[config.mk]
export PLATFORM = sky130hd
export DESIGN_NAME = subsystem_fetch_flat
export DESIGN_NICKNAME = d
export VERILOG_FILES = /design/src/rtl/subsystem_fetch_if.sv /design/src/rtl/subsystem_fetch.sv /design/src/flat_wrapper.sv
export SDC_FILE = /design/constraint.sdc
export NUM_CORES = 1
export LEC_CHECK = 0
export CORE_UTILIZATION = 40
export DETAILED_ROUTE_END_ITERATION = 12
export DONT_BUFFER_PORTS = 1
export GPL_TIMING_DRIVEN = 0
export PLACE_DENSITY = 0.6
export SKIP_CTS_REPAIR_TIMING = 1
export SLEW_MARGIN = 15
export SYNTH_ARGS = -nofsm -noshare
export SYNTH_HDL_FRONTEND = slang
export SYNTH_SLANG_ARGS = --single-unit
[constraint.sdc]
create_clock -name CLK -period 2 [get_ports CLK]
set_input_delay 0.2 -clock CLK [delete_from_list [all_inputs] [get_ports CLK]]
set_output_delay 0.2 -clock CLK [all_outputs]
set_load 0.05 [all_outputs]
[src/rtl/subsystem_fetch_if.sv]
// Fetch-stage bus bundle: PC input, instruction-memory read port and decode handoff.
interface subsystem_fetch_if;
    localparam int unsigned XLEN = 16;

    logic            stall;
    logic            flush;
    logic [XLEN-1:0] pc;
    logic            mem_req;
    logic [XLEN-1:0] mem_addr;
    logic            mem_ready;
    logic [XLEN-1:0] mem_rdata;
    logic [XLEN-1:0] inst;
    logic [XLEN-1:0] inst_pc;
    logic            inst_valid;
    logic            inst_ack;
    logic            pc_enable;
    logic            fetch_fault;

    // Fetch unit side
    modport master (
        input  pc, stall, flush, mem_ready, mem_rdata, inst_ack,
        output mem_req, mem_addr, inst, inst_pc, inst_valid, pc_enable, fetch_fault
    );

    // Environment side: PC adder, instruction memory and decode
    modport slave (
        output pc, stall, flush, mem_ready, mem_rdata, inst_ack,
        input  mem_req, mem_addr, inst, inst_pc, inst_valid, pc_enable, fetch_fault
    );
endinterface

[src/rtl/subsystem_fetch.sv]
// Instruction-fetch stage: samples pc, reads instruction memory, holds the word for decode,
// pulses pc_enable to advance the PC adder, and faults on a memory that never answers.
module subsystem_fetch #(
    parameter int unsigned MAX_WAIT = 255,
    parameter logic [15:0] NOP_INST = 16'h0000
) (
    input  logic             CLK,
    input  logic             reset,
    subsystem_fetch_if.master bus
);
    localparam int unsigned XLEN = 16;
    localparam int unsigned CW   = 8;
    localparam logic [CW-1:0] CNT_LAST = CW'(MAX_WAIT - 1);

    typedef enum logic [1:0] {
        IDLE  = 2'd0,
        REQ   = 2'd1,
        HOLD  = 2'd2,
        FAULT = 2'd3
    } state_t;

    state_t          state_q, state_d;
    logic            mem_req_q, mem_req_d;
    logic [XLEN-1:0] mem_addr_q, mem_addr_d;
    logic [XLEN-1:0] inst_q, inst_d;
    logic [XLEN-1:0] inst_pc_q, inst_pc_d;
    logic            inst_valid_q, inst_valid_d;
    logic            pc_enable_q, pc_enable_d;
    logic            fetch_fault_q, fetch_fault_d;
    logic [CW-1:0]   cnt_q, cnt_d;

    // State and output registers with synchronous active-low reset
    always_ff @(posedge CLK) begin
        if (!reset) begin
            state_q       <= IDLE;
            mem_req_q     <= 1'b0;
            mem_addr_q    <= '0;
            inst_q        <= NOP_INST;
            inst_pc_q     <= '0;
            inst_valid_q  <= 1'b0;
            pc_enable_q   <= 1'b0;
            fetch_fault_q <= 1'b0;
            cnt_q         <= '0;
        end else begin
            state_q       <= state_d;
            mem_req_q     <= mem_req_d;
            mem_addr_q    <= mem_addr_d;
            inst_q        <= inst_d;
            inst_pc_q     <= inst_pc_d;
            inst_valid_q  <= inst_valid_d;
            pc_enable_q   <= pc_enable_d;
            fetch_fault_q <= fetch_fault_d;
            cnt_q         <= cnt_d;
        end
    end

    // Next-state and next-output logic; flush outranks everything but FAULT
    always_comb begin
        state_d       = state_q;
        mem_req_d     = mem_req_q;
        mem_addr_d    = mem_addr_q;
        inst_d        = inst_q;
        inst_pc_d     = inst_pc_q;
        inst_valid_d  = inst_valid_q;
        pc_enable_d   = 1'b0;
        fetch_fault_d = fetch_fault_q;
        cnt_d         = cnt_q;

        if (bus.flush && (state_q != FAULT)) begin
            state_d      = IDLE;
            mem_req_d    = 1'b0;
            inst_valid_d = 1'b0;
            cnt_d        = '0;
        end else begin
            unique case (state_q)
                IDLE: begin
                    if (!bus.stall) begin
                        mem_addr_d = bus.pc;
                        mem_req_d  = 1'b1;
                        cnt_d      = '0;
                        state_d    = REQ;
                    end
                end
                REQ: begin
                    if (bus.mem_ready) begin
                        inst_d       = bus.mem_rdata;
                        inst_pc_d    = mem_addr_q;
                        inst_valid_d = 1'b1;
                        mem_req_d    = 1'b0;
                        pc_enable_d  = 1'b1;
                        state_d      = HOLD;
                    end else if (cnt_q == CNT_LAST) begin
                        mem_req_d     = 1'b0;
                        fetch_fault_d = 1'b1;
                        state_d       = FAULT;
                    end else begin
                        cnt_d = cnt_q + CW'(1);
                    end
                end
                HOLD: begin
                    if (bus.inst_ack) begin
                        inst_valid_d = 1'b0;
                        state_d      = IDLE;
                    end
                end
                FAULT: begin
                    state_d = FAULT;
                end
                default: begin
                    state_d = IDLE;
                end
            endcase
        end
    end

    assign bus.mem_req     = mem_req_q;
    assign bus.mem_addr    = mem_addr_q;
    assign bus.inst        = inst_q;
    assign bus.inst_pc     = inst_pc_q;
    assign bus.inst_valid  = inst_valid_q;
    assign bus.pc_enable   = pc_enable_q;
    assign bus.fetch_fault = fetch_fault_q;
endmodule

[src/flat_wrapper.sv]
// flat-port wrapper written by rule: the top's interface ports become plain ports
module subsystem_fetch_flat 
#(
    parameter int unsigned MAX_WAIT = 255,
    parameter logic [15:0] NOP_INST = 16'h0000
)
  (CLK, reset, bus_pc, bus_stall, bus_flush, bus_mem_ready, bus_mem_rdata, bus_inst_ack, bus_mem_req, bus_mem_addr, bus_inst, bus_inst_pc, bus_inst_valid, bus_pc_enable, bus_fetch_fault);
  subsystem_fetch_if bus_i ();
  input  logic CLK;
  input  logic reset;
  input wire logic [$bits(bus_i.pc)-1:0] bus_pc;
  input wire logic [$bits(bus_i.stall)-1:0] bus_stall;
  input wire logic [$bits(bus_i.flush)-1:0] bus_flush;
  input wire logic [$bits(bus_i.mem_ready)-1:0] bus_mem_ready;
  input wire logic [$bits(bus_i.mem_rdata)-1:0] bus_mem_rdata;
  input wire logic [$bits(bus_i.inst_ack)-1:0] bus_inst_ack;
  output wire logic [$bits(bus_i.mem_req)-1:0] bus_mem_req;
  output wire logic [$bits(bus_i.mem_addr)-1:0] bus_mem_addr;
  output wire logic [$bits(bus_i.inst)-1:0] bus_inst;
  output wire logic [$bits(bus_i.inst_pc)-1:0] bus_inst_pc;
  output wire logic [$bits(bus_i.inst_valid)-1:0] bus_inst_valid;
  output wire logic [$bits(bus_i.pc_enable)-1:0] bus_pc_enable;
  output wire logic [$bits(bus_i.fetch_fault)-1:0] bus_fetch_fault;
  assign bus_i.pc = bus_pc;
  assign bus_i.stall = bus_stall;
  assign bus_i.flush = bus_flush;
  assign bus_i.mem_ready = bus_mem_ready;
  assign bus_i.mem_rdata = bus_mem_rdata;
  assign bus_i.inst_ack = bus_inst_ack;
  assign bus_mem_req = bus_i.mem_req;
  assign bus_mem_addr = bus_i.mem_addr;
  assign bus_inst = bus_i.inst;
  assign bus_inst_pc = bus_i.inst_pc;
  assign bus_inst_valid = bus_i.inst_valid;
  assign bus_pc_enable = bus_i.pc_enable;
  assign bus_fetch_fault = bus_i.fetch_fault;
  subsystem_fetch #(.MAX_WAIT(MAX_WAIT), .NOP_INST(NOP_INST)) u_core (.CLK(CLK), .reset(reset), .bus(bus_i));
endmodule
==> results.json <==
{
  "grt_pass1_wl_microns": 9108,
  "syn_nets": 336,
  "critPathTopFamily": "simple AND/OR/NAND/NOR gates",
  "ys_ff_latch": 62,
  "p_leak_nw": 1.069,
  "grt_pass1_vias": 1847,
  "drtIter0Drc": 78,
  "synth_common_cells": "nand2_1, dfxtp_1, a21boi_0",
  "finClkSkew_ps": 7.300,
  "clk_pin_slew_ps": 70,
  "critPathMaxFanout": 10,
  "synth_cell_types": 36,
  "rrSetupSlack_ps": 180,
  "cts_buffers": 9,
  "diodes": 0,
  "yosysSeqAreaShare": 0.4987,
  "period_share": 0.9094,
  "maxSlewHeadroom": 0.5114,
  "clock_latency_ps": 350,
  "fmax_mhz": 549.8,
  "area_growth_pct": 22.83,
  "start_kind": "register",
  "rsz0062_at_grt": "no",
  "status": "finished with violations",
  "synth_top_cell_area_share": 0.4987,
  "die_y_microns": 80.88,
  "synth-async-reset-ratio": 0,
  "cp.depth": 5,
  "clockBufferDepth": 2,
  "die_area_sq_mm": 0.006541,
  "cp_cell_sequence": "or3b_4 > a21o_1 > buf_6 > or3_1 > a31oi_1",
  "synth_flop_cell": "dfxtp_1",
  "fin_crit_ps": 1819,
  "slowest_delay_ps": 470,
  "synth_top_cell_by_area": "dfxtp_1",
  "violations": "hold timing",
  "synth_edf_count": 0,
  "finalHoldViolations": 6,
  "hpwl_microns": 4099,
  "via_count": 2125,
  "clock-sinks": 62,
  "core_sq_mm": 0.005956,
  "power_mw": 2.866,
  "worst_pin_slew_ps": 732.9,
  "setup_viol": 0,
  "die_width_microns": 80.88,
  "cts_tree": "done",
  "hold-path-endpoint": "u_core.bus.inst[8]",
  "grt_usage": 0.1951,
  "tns_ps": 0,
  "grt_max_degree": 13,
  "yosysMostFrequentCell": "nand2_1",
  "reg2reg_from": "u_core.state_q[0]",
  "r2r_end": "u_core.cnt_q[6]",
  "min_path_type": "in -> reg",
  "wl_per_cell_microns": 15.29,
  "ant_nets": 0,
  "yosys_warnings": 0,
  "start_util": 0.4179,
  "cts-root-buf": "clkbuf_8",
  "rows": 28,
  "place_congestion": 0.9105,
  "grt_antenna_before_repair": 0,
  "viasPerCell": 5.208,
  "io_pins": 90,
  "firstDrtPassIters": 4,
  "routed_wirelength_microns": 6237,
  "drive_gt1_frac": 0.08709,
  "end_kind": "register",
  "vdd_drop_max_mv": 0.5938,
  "grt-ovfl-total": 0,
  "holdPathStages": 2,
  "synth_area_sq_mm": 0.002489,
  "io_buffers": 0,
  "synthTopCellsByArea": "dfxtp_1, nand2_1, a21boi_0",
  "required_ps": 2270,
  "nets": 368,
  "drcViolationCount": 0,
  "pwr_density_cell_mw_per_mm2": 937.6,
  "crit_buf_inv": 1,
  "drv_cap": 0,
  "r2r_cells": 5,
  "drv_slew": 0,
  "worstSetupPathType": "reg -> reg",
  "synth_cells": 296,
  "crit_path_top_delay_cell": "dfxtp_1",
  "synth.avg_cell_area_sq_um": 8.408,
  "hp-start": "bus_mem_rdata[8]",
  "cts_max_level": 3,
  "fin_hold_ws_ps": -11.65,
  "crit_arrival_ps": 2090
}
## worst max path at each step
stage / endpoint / startpoint / slack (ps)
floorplan: u_core.cnt_q[6] / u_core.cnt_q[0] / 360
global placement: u_core.bus.inst_pc[6] / u_core.state_q[0] / 110
detailed placement: u_core.bus.inst_pc[6] / u_core.state_q[0] / 50
CTS: u_core.bus.inst_pc[5] / u_core.state_q[0] / 10
global route: u_core.bus.inst_pc[13] / u_core.state_q[0] / 50
finish: u_core.cnt_q[6] / u_core.state_q[0] / 180
## cells by family after synthesis
| group | after synthesis | synth area share |
|---|---|---|
| AO/OA/AOI/OAI | 72 | 0.2041 |
| adder cells (fa/ha/maj) | 2 | 0.01005 |
| buffers and inverters | 20 | 0.03569 |
| flip-flops | 62 | 0.4987 |
| AND/OR/NAND/NOR | 140 | 0.2514 |
## layer usage
metal  track usage  share of wire  up-vias
met5             0              0        -
li1              -              -     1063
met3       0.07528          0.071       10
met1        0.2450           0.45      987
met2        0.2824           0.46       65
met4        0.1125          0.020        0
## final cells by class
cell class / count / area (sq um)
fillers: 592 / 2899
inverters: 3 / 11.26
flip-flops and latches: 62 / 1241
plain buffers: 16 / 73.82
clock buffers: 9 / 123.9
clock inverters: 7 / 121.4
well taps: 75 / 93.84
repair buffers: 22 / 220.2
multi-input cells: 214 / 1171
## layout by cell type, fill, tap and decap left out, types with 7 or more instances in the layout
master	netlist	final
a21boi_0	44	44
nand3_1	7	7
dfxtp_1	62	62
nand2_1	102	102
clkbuf_8	0	9
a21oi_1	9	9
clkbuf_1	11	10
dlygate4sd3_1	0	22
## registers in the layout, indices dropped and copies added (netlist names)
| register | flops |
|---|---|
| u_core.bus.inst | 16 |
| u_core.bus.inst_pc | 16 |
| u_core.bus.mem_addr | 16 |
| u_core.cnt_q | 8 |
| u_core.state_q | 2 |
| u_core.bus.fetch_fault | 1 |
| u_core.bus.inst_valid | 1 |
| u_core.bus.mem_req | 1 |
| u_core.bus.pc_enable | 1 |
## worst reg2reg max path, delay by kind of cell (launching register included)
| kind | cells | cell delay [ps] |
|---|---|---|
| flip-flops | 1 | 470 |
| buffers and inverters | 1 | 140 |
| AND/OR/NAND/NOR | 2 | 780 |
| AO/OA/AOI/OAI | 2 | 340 |
## where the power goes
part / leakage (nW) / internal [mW] / total, mW / switching (mW)
Sequential: 0.502 / 1.26 / 1.36 / 0.0984
Clock: 0.124 / 0.833 / 1.36 / 0.527
Combinational: 0.444 / 0.0725 / 0.150 / 0.0771
## through the flow
stage	std cells	area, sq um	util	setup WS (ps)
after global placement	371	2582	0.4336	105.7
after floorplan	296	2489	-	355.6
after detailed placement	371	2582	0.4336	47.58
final	408	3057	0.5132	181.2
after CTS	387	2828	0.4748	10.84
after global routing	408	3057	0.5132	53.63
(Power assumes the default switching activity.)
